==> src/rtl/wake_ctrl_if.sv <==
// Word-detector handoff and wake/irq result bundle for wake_ctrl.
// master drives detections and irq clear; slave returns wake, irq, busy, count.
interface wake_ctrl_if #(
    parameter int CNT_BW = 16
);
    logic              wrd_wake;
    logic              wrd_wake_valid;
    logic              irq_clr;
    logic              wake;
    logic              irq;
    logic              busy;
    logic [CNT_BW-1:0] wake_cnt;

    modport master (
        output wrd_wake, wrd_wake_valid, irq_clr,
        input  wake, irq, busy, wake_cnt
    );

    modport slave (
        input  wrd_wake, wrd_wake_valid, irq_clr,
        output wake, irq, busy, wake_cnt
    );
endinterface

==> src/rtl/wake_ctrl.sv <==
// Wake pulse / refractory cooldown / sticky irq stage after the word detector.
// Optional accepted-wake counter: define WAKE_CTRL_CNT_EN.
module wake_ctrl #(
    parameter int HOLD_CYCLES     = 16,
    parameter int COOLDOWN_CYCLES = 1024,
    parameter int CNT_BW          = 16
) (
    input  logic            clk_i,
    input  logic            rst_n_i,
    input  logic            ctl_pipeline_en_i,
    wake_ctrl_if.slave      bus
);
    localparam int MAXC = (HOLD_CYCLES > COOLDOWN_CYCLES) ?
                          HOLD_CYCLES : COOLDOWN_CYCLES;
    localparam int TW   = $clog2(MAXC + 1);

    localparam logic [TW-1:0] HOLD_LD = TW'(HOLD_CYCLES - 1);
    localparam logic [TW-1:0] COOL_LD = (COOLDOWN_CYCLES > 0) ?
                                        TW'(COOLDOWN_CYCLES - 1) : '0;

    localparam logic [1:0] IDLE = 2'd0;
    localparam logic [1:0] HOLD = 2'd1;
    localparam logic [1:0] COOL = 2'd2;

    logic [1:0]    state_q, state_d;
    logic [TW-1:0] timer_q, timer_d;
    logic          wake_q, wake_d;
    logic          irq_q, irq_d;
    logic          ev;
    logic          accept;

    assign ev = bus.wrd_wake_valid & bus.wrd_wake & ctl_pipeline_en_i;

    always_comb begin
        state_d = state_q;
        timer_d = timer_q;
        wake_d  = wake_q;
        accept  = 1'b0;
        if (!ctl_pipeline_en_i) begin
            state_d = IDLE;
            timer_d = '0;
            wake_d  = 1'b0;
        end else begin
            unique case (state_q)
                IDLE: begin
                    if (ev) begin
                        state_d = HOLD;
                        timer_d = HOLD_LD;
                        wake_d  = 1'b1;
                        accept  = 1'b1;
                    end
                end
                HOLD: begin
                    if (timer_q == '0) begin
                        wake_d = 1'b0;
                        if (COOLDOWN_CYCLES > 0) begin
                            state_d = COOL;
                            timer_d = COOL_LD;
                        end else begin
                            state_d = IDLE;
                        end
                    end else begin
                        timer_d = timer_q - 1'b1;
                    end
                end
                COOL: begin
                    if (timer_q == '0) begin
                        state_d = IDLE;
                    end else begin
                        timer_d = timer_q - 1'b1;
                    end
                end
                default: begin
                    state_d = IDLE;
                    timer_d = '0;
                    wake_d  = 1'b0;
                end
            endcase
        end
        // a new wake beats a simultaneous firmware clear
        irq_d = accept | (irq_q & ~bus.irq_clr);
    end

    always_ff @(posedge clk_i or negedge rst_n_i) begin
        if (!rst_n_i) begin
            state_q <= IDLE;
            timer_q <= '0;
            wake_q  <= 1'b0;
            irq_q   <= 1'b0;
        end else begin
            state_q <= state_d;
            timer_q <= timer_d;
            wake_q  <= wake_d;
            irq_q   <= irq_d;
        end
    end

    assign bus.wake = wake_q;
    assign bus.irq  = irq_q;
    assign bus.busy = (state_q != IDLE);

`ifdef WAKE_CTRL_CNT_EN
    logic [CNT_BW-1:0] cnt_q, cnt_d;

    always_comb begin
        cnt_d = cnt_q;
        if (accept && (cnt_q != '1)) begin
            cnt_d = cnt_q + 1'b1;
        end
    end

    always_ff @(posedge clk_i or negedge rst_n_i) begin
        if (!rst_n_i) begin
            cnt_q <= '0;
        end else begin
            cnt_q <= cnt_d;
        end
    end

    assign bus.wake_cnt = cnt_q;
`else
    assign bus.wake_cnt = '0;
`endif
endmodule
==> src/flat_wrapper.sv <==
// flat-port wrapper written by rule: the top's interface ports become plain ports
module wake_ctrl_flat 
#(
    parameter int HOLD_CYCLES     = 16,
    parameter int COOLDOWN_CYCLES = 1024,
    parameter int CNT_BW          = 16
)
  (clk_i, rst_n_i, ctl_pipeline_en_i, bus_wrd_wake, bus_wrd_wake_valid, bus_irq_clr, bus_wake, bus_irq, bus_busy, bus_wake_cnt);
  wake_ctrl_if #(.CNT_BW(CNT_BW)) bus_i ();
  input  logic clk_i;
  input  logic rst_n_i;
  input  logic ctl_pipeline_en_i;
  input wire logic [$bits(bus_i.wrd_wake)-1:0] bus_wrd_wake;
  input wire logic [$bits(bus_i.wrd_wake_valid)-1:0] bus_wrd_wake_valid;
  input wire logic [$bits(bus_i.irq_clr)-1:0] bus_irq_clr;
  output wire logic [$bits(bus_i.wake)-1:0] bus_wake;
  output wire logic [$bits(bus_i.irq)-1:0] bus_irq;
  output wire logic [$bits(bus_i.busy)-1:0] bus_busy;
  output wire logic [$bits(bus_i.wake_cnt)-1:0] bus_wake_cnt;
  assign bus_i.wrd_wake = bus_wrd_wake;
  assign bus_i.wrd_wake_valid = bus_wrd_wake_valid;
  assign bus_i.irq_clr = bus_irq_clr;
  assign bus_wake = bus_i.wake;
  assign bus_irq = bus_i.irq;
  assign bus_busy = bus_i.busy;
  assign bus_wake_cnt = bus_i.wake_cnt;
  wake_ctrl #(.HOLD_CYCLES(HOLD_CYCLES), .COOLDOWN_CYCLES(COOLDOWN_CYCLES), .CNT_BW(CNT_BW)) u_core (.clk_i(clk_i), .rst_n_i(rst_n_i), .ctl_pipeline_en_i(ctl_pipeline_en_i), .bus(bus_i));
endmodule
==> config.mk <==
export PLATFORM = sky130hd
export DESIGN_NAME = wake_ctrl_flat
export DESIGN_NICKNAME = d
export VERILOG_FILES = /design/src/rtl/wake_ctrl_if.sv /design/src/rtl/wake_ctrl.sv /design/src/flat_wrapper.sv
export SDC_FILE = /design/constraint.sdc
export NUM_CORES = 1
export LEC_CHECK = 0
export ABC_CLOCK_PERIOD_IN_PS = 3200
export BUFFER_PORTS_ARGS = -buffer_cell sky130_fd_sc_hd__buf_2
export CAP_MARGIN = 20
export CORE_AREA = 2 2 59 55
export CTS_CLUSTER_DIAMETER = 80
export DETAILED_ROUTE_END_ITERATION = 10
export DIE_AREA = 0 0 61 57
export GPL_ROUTABILITY_DRIVEN = 1
export SLEW_MARGIN = 40
export SYNTH_ARGS = -nofsm -noshare
export SYNTH_HDL_FRONTEND = slang
export SYNTH_SLANG_ARGS = --single-unit
==> constraint.sdc <==
create_clock -name clk_i -period 3.2 [get_ports clk_i]
set_input_delay 0.32 -clock clk_i [delete_from_list [all_inputs] [get_ports clk_i]]
set_output_delay 0.32 -clock clk_i [all_outputs]
set_load 0.01 [all_outputs]
==> results of run 1 <==
==> Yosys cell counts, types with 3 or more instances <==
cell	n	area share [%]
a21oi_1	3	1.3
buf_4	16	10
inv_1	6	2.0
nor2_1	9	2.9
o211ai_1	7	4.6
nand3_1	8	3.5
dfrtp_1	15	33
buf_2	3	1.3
o221ai_1	5	3.8
nand2_1	5	1.6
o21ai_0	9	3.9
==> power by group <==
group | switching (uW) | total (uW) | internal [uW]
clock network | 63.5 | 112 | 48.5
registers | 25.0 | 232 | 207
logic | 106 | 168 | 62.2
==> worst paths after layout <==
check / to / startpoint / slack [ps] / cells past startpoint
setup / recovery: u_core.timer_q[2] / u_core.timer_q[0] / 1140 / 6
hold / removal: u_core.bus.irq / bus_irq_clr / 300 / 3
setup reg to reg: u_core.timer_q[2] / u_core.timer_q[0] / 1140 / 6
hold reg to reg: u_core.bus.irq / u_core.bus.irq / 480 / 1
max in group asynchronous: u_core.state_q[1] / rst_n_i / 2460 / 2
min in group asynchronous: u_core.timer_q[6] / rst_n_i / 470 / 2
==> stage by stage <==
step,instances,area (um^2)
detailed placement,170,1134
CTS,175,1170
global placement,170,1134
finish,175,1170
global route,175,1170
floorplan,144,1204
==> layout make-up <==
cell class / count / share of cell area [%]
clock buffers: 4 / 2.246
multi-input cells: 99 / 54.97
well taps: 42 / 4.492
flip-flops and latches: 15 / 32.09
inverters: 6 / 1.925
repair buffers: 9 / 4.278
==> kinds of logic after synthesis <==
kind of cell	after synthesis	synth area share, %
buffers and inverters	30	16.14
other	1	0.3268
flip-flops	15	32.72
AO/OA/AOI/OAI	41	27.81
AND/OR/NAND/NOR	40	20.83
adder cells (fa/ha/maj)	2	2.181
==> metal layers <==
layer  part of all wire [%]  up-vias  wire length (um)
li1                       -      459                 -
met4                    1.0        0                25
met2                     46       29              1115
met1                     48      466              1163
met5                      0        -                 0
met3                    5.2        4               127
==> flip-flops by register name, indices dropped and copies added, names as in the netlist <==
signal / flops
u_core.bus.wake: 1
u_core.state_q: 2
u_core.timer_q: 11
u_core.bus.irq: 1
==> tightest hold or removal path, cell delays in order <==
cell and delay (ps):
buf_2 90, inv_1 40, a21o_1 100
==> placed cells by master (no fill, tap or decap), types with 3 or more instances in the layout <==
master and n:
conb_1 16, dfrtp_1 15, nor2_1 9, o21ai_0 9, nand3_1 8, buf_2 8, o211ai_1 7, inv_1 6
nand2_1 5, o221ai_1 5, a21oi_1 3, clkbuf_4 3
==> repair_timing <==
action | CTS | global route
endpoints found under the setup margin | 0 | 0
gates resized for setup | 0 | 0
buffers inserted | 0 | 0
hold buffers | 1 | 0
endpoints found under the hold margin | 15 | 0
==> impl_metrics.ini, run 1 <==
[global_route]
track_usage_pct = 15.41
busiest_layer = met1
grt_pass1_wl_um = 4050
grtUsageMet2_pct = 21.20
grt_pass1_vias = 833
use_met1_pct = 23.30
grt_max_degree = 16
antenna_found_initial = 0
gr-usage-met3_pct = 3.175
overflow = 0

[logic_synthesis]
synth_cells = 129
syn_area_um2 = 1147
ys_seq_area_share_pct = 32.72
synth_cell_types = 41
ys_ff_latch = 15
synth.avg_cell_area_um2 = 8.894
synth-edff-count = 0
async_flop_share_pct = 100.0
synth-main-ff-cell = dfrtp_1
ys.warnings.count = 0

[worst_setup_path]
required_ps = 3390
max_stage_delay_ps = 450
worst_setup_path_end_kind = register
critical_path.top_delay_family = compound AO/OA/AOI/OAI gates
worstPathCellList = inv_1 -> ha_1 -> nor4b_4 -> a41o_1 -> nand2_1 -> o211a_1
setup.worst_path.start_class = register
path_class = reg -> reg
cp_max_fo = 10
worst-path-buf-inv = 1
crit_slowest_cell = a41o_1
worst_ep_arrival_time_ps = 2240

[cells_and_area]
multiInputGateArea_um2 = 643.1
antennaDiodeCount = 0
area.sequential_um2 = 375.4
syn2layout_area_growth_pct = 1.963
drive_gt1_share_pct = 14.29
finalNetCount = 142
final_util_pct = 40.01
fillers = 307

[timing]
finalCriticalPeriod_ps = 2058
setup_ws_ps = 1142
report.final.hold_viol_count = 0
slew_viol_final = 0
rsz0062_at_grt = false
setup_viol = 0
skew_ps = 3.716
fin_hold_ws_ps = 300.6
tns_ps = 0
timing.fmax_mhz = 485.9
max_slew_margin_pct = 48.82
fin_crit_sh_pct = 64.32
worst_pin_slew_ps = 766.2

[floorplan]
die_h_um = 57
pin_count = 25
initial_core_util_pct = 39.24
row_count = 19
die_x_um = 61
dieArea_um2 = 3477
core_um2 = 2924

[pwr]
p_leak_uw = 0.0005297
finalPower_uw = 512.2
max-vdd-ir-drop_mv = 0.2837
powerDensity_nw_per_um2 = 437.8

[hold_path]
hold_path.class = in -> reg

[routing]
drc = 0
drt_first_iter_violations = 27
via_count = 958
drt_pass1_iterations = 6
wire_per_inst_um = 13.89
vias_per_cell = 5.474
ant_nets = 0
wl_um = 2431

[placed_design]
dp_slack_ps = 1174
detailed_place_hpwl_um = 1773
portBuffers = 8
gp_congestion = 0.8216

[clocking]
root_buffer = clkbuf_4
h-tree-depth = 1
path_clk_slew_ps = 90
cts_tree = done
clock_latency_ps = 290
clockBufferDepth = 2
cts_sinks = 15
cts_inserted_buffers = 3

[job]
drv_cap = 0

[outcome]
status = finished clean
Note: power is estimated with default switching activity, not from simulation.
==> run 2, diff against run 1 <==
ABC_CLOCK_PERIOD_IN_PS = 2120   (was 3200)
clock period = 2.12 ns   (was 3.2 ns; I/O delays follow)
==> run 2 against run 1 <==
  * Clock skew decreased by 1.0 ps
  * Die area unchanged
  * Setup slack got worse by 940 ps
  * Register-to-register slack got worse by 940 ps
  * Wire length increased by 3.9%
  * Hold slack got worse by 120 ps
  * Core utilization increased by 1.4 points
  * Clock-buffer cell count unchanged
  * Global-route usage increased by 1.3 points
  * Non-clock buffer count increased by 4
  * Combinational power increased by 64%
  * Sequential cell count unchanged
  * Largest power group unchanged
==> impl_metrics.ini, run 2 (synthesis results as in run 1) <==
[routing]
via_count = 954
wl_um = 2525
drc = 0
drt_first_iter_violations = 29
ant_nets = 0
vias_per_cell = 5.330
wire_per_inst_um = 14.11
drt_pass1_iterations = 4

[placed_design]
detailed_place_hpwl_um = 1831
gp_congestion = 0.8080
portBuffers = 8

[pwr]
finalPower_uw = 799.7
intPower_uw = 493.0
powerDensity_nw_per_um2 = 660.3
max-vdd-ir-drop_mv = 0.2850
power.share.clock_pct = 21.7
p_leak_uw = 0.0005493
power.switching_uw = 306.7
sw_frac_of_total_pct = 38.35
seq_power_share_pct = 44.0
pwr-share-comb_pct = 34.4

[timing]
skew_ps = 2.668
tns_ps = 0
report.final.hold_viol_count = 0
slew_viol_final = 0
worst_pin_slew_ps = 563.2
max_slew_margin_pct = 62.45
fin_crit_sh_pct = 90.37
setup_viol = 0
timing.fmax_mhz = 522.0
finalCriticalPeriod_ps = 1916
rsz0062_at_grt = false

[worst_setup_path]
cp_max_fo = 9
setup.worst_path.start_class = register
critical_path.top_delay_family = simple AND/OR/NAND/NOR gates
required_ps = 2310
worst-path-buf-inv = 1
path_class = reg -> reg
max_stage_delay_ps = 440
worst_setup_path_end_kind = register
crit_slowest_cell = nor4b_4
worstPathCellList = inv_1 -> ha_1 -> nor4b_4 -> a41o_1 -> nand2_1 -> o211a_1
worst_ep_arrival_time_ps = 2110

[clocking]
cts_sinks = 15
clock_latency_ps = 290
cts_tree = done
post_cts_buffers = 0
clockBufferDepth = 2
h-tree-depth = 1
root_buffer = clkbuf_4
cts_inserted_buffers = 3
path_clk_slew_ps = 90

[cells_and_area]
multiInputGateArea_um2 = 654.4
syn2layout_area_growth_pct = 5.562
drive_gt1_share_pct = 16.79
finalNetCount = 146
reg_top3 = u_core.timer_q: 11 flops, u_core.state_q: 2 flops
antennaDiodeCount = 0
largest_reg_flops = 11
final_common_cell = conb_1
area.sequential_um2 = 375.4
layout_common_cells = conb_1, dfrtp_1, nor2_1, o21ai_0
top_register = u_core.timer_q
fillers = 299

[global_route]
grt_pass1_wl_um = 4388
overflow = 0
grt_max_degree = 16
track_usage_pct = 16.74
grt_pass1_vias = 935
antenna_found_initial = 0

[outcome]
status = finished clean

[floorplan]
initial_core_util_pct = 39.24
die_h_um = 57
core_um2 = 2924
die_x_um = 61
row_count = 19
pin_count = 25
dieArea_um2 = 3477

[hold_path]
hold_path.class = in -> reg

[job]
drv_cap = 0
==> run 2: cell count changes in the layout (fill, tap and decap cells not counted) <==
cell      before  now
a311oi_4       0    1
buf_4          0    4
a311oi_2       1    0
==> run 2: repair_timing <==
| item | CTS | global route |
|---|---|---|
| endpoints found under the hold margin | 15 | 0 |
| hold buffers | 1 | 0 |
| setup endpoints to repair | 0 | 3 |
| resized for setup | 0 | 1 |
==> run 2: worst reg2reg max path: stages, from the launching register on <==
cell and delay [ps]:
dfrtp_1 420, inv_1 110, ha_1 160, nor4b_4 440, a41o_1 330, nand2_1 130, o211a_1 220
==> run 2: final timing paths <==
| path | from | endpoint | slack [ps] | cells past startpoint |
|---|---|---|---|---|
| worst max-delay path | u_core.timer_q[0] | u_core.timer_q[2] | 200 | 6 |
| worst min-delay path | bus_irq_clr | u_core.bus.irq | 180 | 3 |
| worst max register to register | u_core.timer_q[0] | u_core.timer_q[2] | 200 | 6 |
| worst min register to register | u_core.bus.irq | u_core.bus.irq | 490 | 1 |
| max in group asynchronous | rst_n_i | u_core.bus.wake | 1510 | 2 |
| min in group asynchronous | rst_n_i | u_core.timer_q[7] | 350 | 2 |
==> run 2: power by group through the flow <==
stage | clock network (uW) | registers, uW | logic (uW)
6_report | 173 | 352 | 275
5_1_grt | 193 | 356 | 313
3_5_place_dp | 0 | 356 | 267
4_1_cts | 182 | 350 | 269
3_3_place_gp | 0 | 354 | 263
2_1_floorplan | 0 | 346 | 225
==> run 2: final cells by class <==
cell class              count  area share [%]
inverters                   6           1.860
multi-input cells          99           54.03
repair buffers             13           6.612
well taps                  42           4.339
flip-flops and latches     15           30.99
clock buffers               4           2.169
==> run 2: stage by stage <==
step	hold WS [ps]	instance area, um^2	utilization [%]	cells	setup slack (ps)
2_1_floorplan	-83.59	1204	-	144	387.4
3_3_place_gp	143.4	1164	39.79	174	217.7
3_5_place_dp	145.4	1164	39.79	174	164.8
4_1_cts	183.6	1200	41.04	179	130.4
5_1_grt	181.0	1211	41.42	179	49.73
6_report	184.1	1211	41.42	179	204.2
==> run 2: layer usage <==
| metal | share of wire, % | GRT usage [%] | routed length, um |
|---|---|---|---|
| met1 | 49 | 25.29 | 1230 |
| met5 | 0 | 0 | 0 |
| met3 | 4.6 | 5.442 | 117 |
| met4 | 0.83 | 4.348 | 21 |
| met2 | 46 | 23.04 | 1155 |
==> run 3, diff against run 2 <==
ABC_AREA = 1   (was unset)
CORE_AREA = 2 2 58 54   (was 2 2 59 55)
DIE_AREA = 0 0 60 56   (was 0 0 61 57)
==> run 3 against run 2 <==
  * Cell count grew 16%
  * Register-to-register slack gained 260 ps
  * Synthesized cell count grew 22%
  * Sequential share of layout area grew 1.5 points
  * Sequential power grew 2%
  * Hold slack lost 76 ps
  * Die area shrank 3.4%
  * Via count shrank 4.9%
==> impl_metrics.ini, run 3 <==
[routing]
ant_nets = 0
highest-signal-layer = met4
met1_length_um = 951
drt_first_iter_violations = 21
drc = 0
met3WireLength_um = 54
routed-wl-met2_um = 959
vias_per_cell = 4.382
drt_pass1_iterations = 4
wl_um = 1981
via_count = 907
wire_per_inst_um = 9.570

[clocking]
cts_tree = done
root_buffer = clkbuf_4
post_cts_buffers = 0
clock_latency_ps = 280
cts_sinks = 15
cts_inserted_buffers = 3
path_clk_slew_ps = 90
h-tree-depth = 1
clockBufferDepth = 2
cts_repair_resize_count = 0

[cells_and_area]
layout_common_cells = nand2_1, conb_1, dfrtp_1, nor2_1, inv_1
top_register = u_core.timer_q
antennaDiodeCount = 0
finalNetCount = 176
drive_gt1_share_pct = 15.57
fillers = 287
finalNonFillerCells = 207
syn2layout_area_growth_pct = 3.592
final_common_cell = nand2_1
reg_top3 = u_core.timer_q: 11 flops, u_core.state_q: 2 flops
largest_reg_flops = 11

[timing]
skew_ps = 0.3048
setup_viol = 0
finalCriticalPeriod_ps = 1654
rsz0062_at_grt = false
timing.fmax_mhz = 604.7
fin_crit_sh_pct = 78.00
tns_ps = 0
report.final.hold_viol_count = 0
slew_viol_final = 0

[pwr]
intPower_uw = 500.7
power.share.clock_pct = 19.6
pwr-share-comb_pct = 37.4
sw_frac_of_total_pct = 39.98
powerDensity_nw_per_um2 = 722.4
seq_power_share_pct = 43.0
power.switching_uw = 333.5
max-vdd-ir-drop_mv = 0.3461
p_leak_uw = 0.0006487
finalPower_uw = 834.3

[logic_synthesis]
async_flop_share_pct = 100.0
synth-main-ff-cell = dfrtp_1
yosysMostFrequentCell = nand2_1
ys_ff_latch = 15
ys.warnings.count = 0
yosysTopAreaCellShare_pct = 33.67
synth_cell_types = 23
yosysTopAreaCell = dfrtp_1
synth_cells = 157
syn_area_um2 = 1115
ys_seq_area_share_pct = 33.67
synth_common_cells = nand2_1, buf_4, dfrtp_1
synth-edff-count = 0
synth.avg_cell_area_um2 = 7.101
synth_area_leaders = dfrtp_1, nand2_1, buf_4

[global_route]
antenna_found_initial = 0
track_usage_pct = 13.93
grt_max_degree = 16
overflow = 0
grt_pass1_vias = 838
grt_pass1_wl_um = 3594

[worst_setup_path]
cp_max_fo = 11
worstPathCellList = inv_1 -> ha_1 -> inv_1 -> nor2_1 -> nand3_1 -> nor2_2 -> nand2_1 -> nand2_1 -> nor2_1 -> nand2_1 -> nand2_1
worst_setup_path_end_kind = register
max_stage_delay_ps = 400
path_class = reg -> reg
crit_slowest_cell = dfrtp_1
cp_common_cell = nand2_1
setup.worst_path.start_class = register
critical_path.top_delay_family = simple AND/OR/NAND/NOR gates
worst-path-buf-inv = 2
required_ps = 2300
worst_ep_arrival_time_ps = 1830

[hold_path]
hold_path.class = in -> reg

[floorplan]
die_h_um = 56
dieArea_um2 = 3360
initial_core_util_pct = 40.91
die_x_um = 60
pin_count = 25
core_um2 = 2725
row_count = 18

[outcome]
status = finished clean

[placed_design]
place_inst = 202
gp_congestion = 0.8369
detailed_place_hpwl_um = 1539
portBuffers = 8

[job]
drv_cap = 0
run 3: cell types whose count changed after synthesis, moves of 5 or more:
cell	before	now
o211ai_1	7	0
nand2_1	5	52
nor2_1	9	14
nor2_2	0	5
o221ai_1	5	0
inv_1	6	13
run 3: final cells by class:
type | instances | area, um^2 | share of cell area [%]
multi-input cells | 125 | 600.6 | 52.00
clock buffers | 4 | 26.28 | 2.275
well taps | 40 | 50.05 | 4.334
repair buffers | 9 | 50.05 | 4.334
inverters | 14 | 52.55 | 4.550
flip-flops and latches | 15 | 375.4 | 32.50
run 3: metrics by stage:
step           util [%]  setup slack (ps)  cell area, um^2  hold WS, ps
5_1_grt           42.38             267.8             1155        130.3
3_5_place_dp      41.05             454.7             1119        141.5
3_3_place_gp      41.05             538.0             1119        138.4
6_report          42.38             466.4             1155        107.8
2_1_floorplan         -             781.0             1171       -83.59
4_1_cts           42.38             441.5             1155        100.3
run 3: repair_timing:
| item | 4_1_cts | 5_1_grt |
|---|---|---|
| hold endpoints to repair | 15 | 0 |
| setup endpoints to repair | 0 | 0 |
| hold buffers | 1 | 0 |
run 3: per-layer routing:
metal  up-vias  track usage, %
li1        476               -
met1       412           17.44
met2        17           23.29
met3         2           2.791
met4         0           4.762
met5         -               0
run 3: path summary, 6_finish.rpt:
| check | slack, ps | to | startpoint | cells past startpoint |
|---|---|---|---|---|
| max | 470 | u_core.timer_q[10] | u_core.timer_q[0] | 11 |
| min | 110 | u_core.bus.irq | bus_irq_clr | 2 |
| max reg2reg | 470 | u_core.timer_q[10] | u_core.timer_q[0] | 11 |
| min reg2reg | 490 | u_core.timer_q[1] | u_core.timer_q[1] | 2 |
| max in group asynchronous | 1520 | u_core.bus.wake | rst_n_i | 2 |
| min in group asynchronous | 350 | u_core.timer_q[1] | rst_n_i | 2 |
run 3: kinds of logic (layout without fill, tap and decap cells):
| kind of cell | after synthesis | after routing | synth area share [%] |
|---|---|---|---|
| AOI/OAI and AO/OA | 10 | 10 | 4.714 |
| xor gates and xnor gates | 2 | 2 | 1.572 |
| adders and majority gates | 2 | 2 | 2.244 |
| buffers and inverters | 32 | 27 | 17.51 |
| DFF | 15 | 15 | 33.67 |
| other | 1 | 16 | 0.3364 |
| and+or+nand+nor | 95 | 95 | 39.96 |
run 3: power groups by stage:
stage / clock network (uW) / registers [uW] / logic [uW]
after floorplan: 0 / 358 / 284
after global placement: 0 / 363 / 308
after detailed placement: 0 / 365 / 313
after CTS: 176 / 359 / 316
after global routing: 184 / 367 / 365
final: 164 / 359 / 312
run 3: worst register-to-register path, cell delays in order, from the launching register on:
cell     delay, ps
dfrtp_1        400
inv_1          100
ha_1           180
inv_1           40
nor2_1          80
nand3_1        100
nor2_2         110
nand2_1        260
nand2_1        140
nor2_1          50
nand2_1         50
nand2_1         50
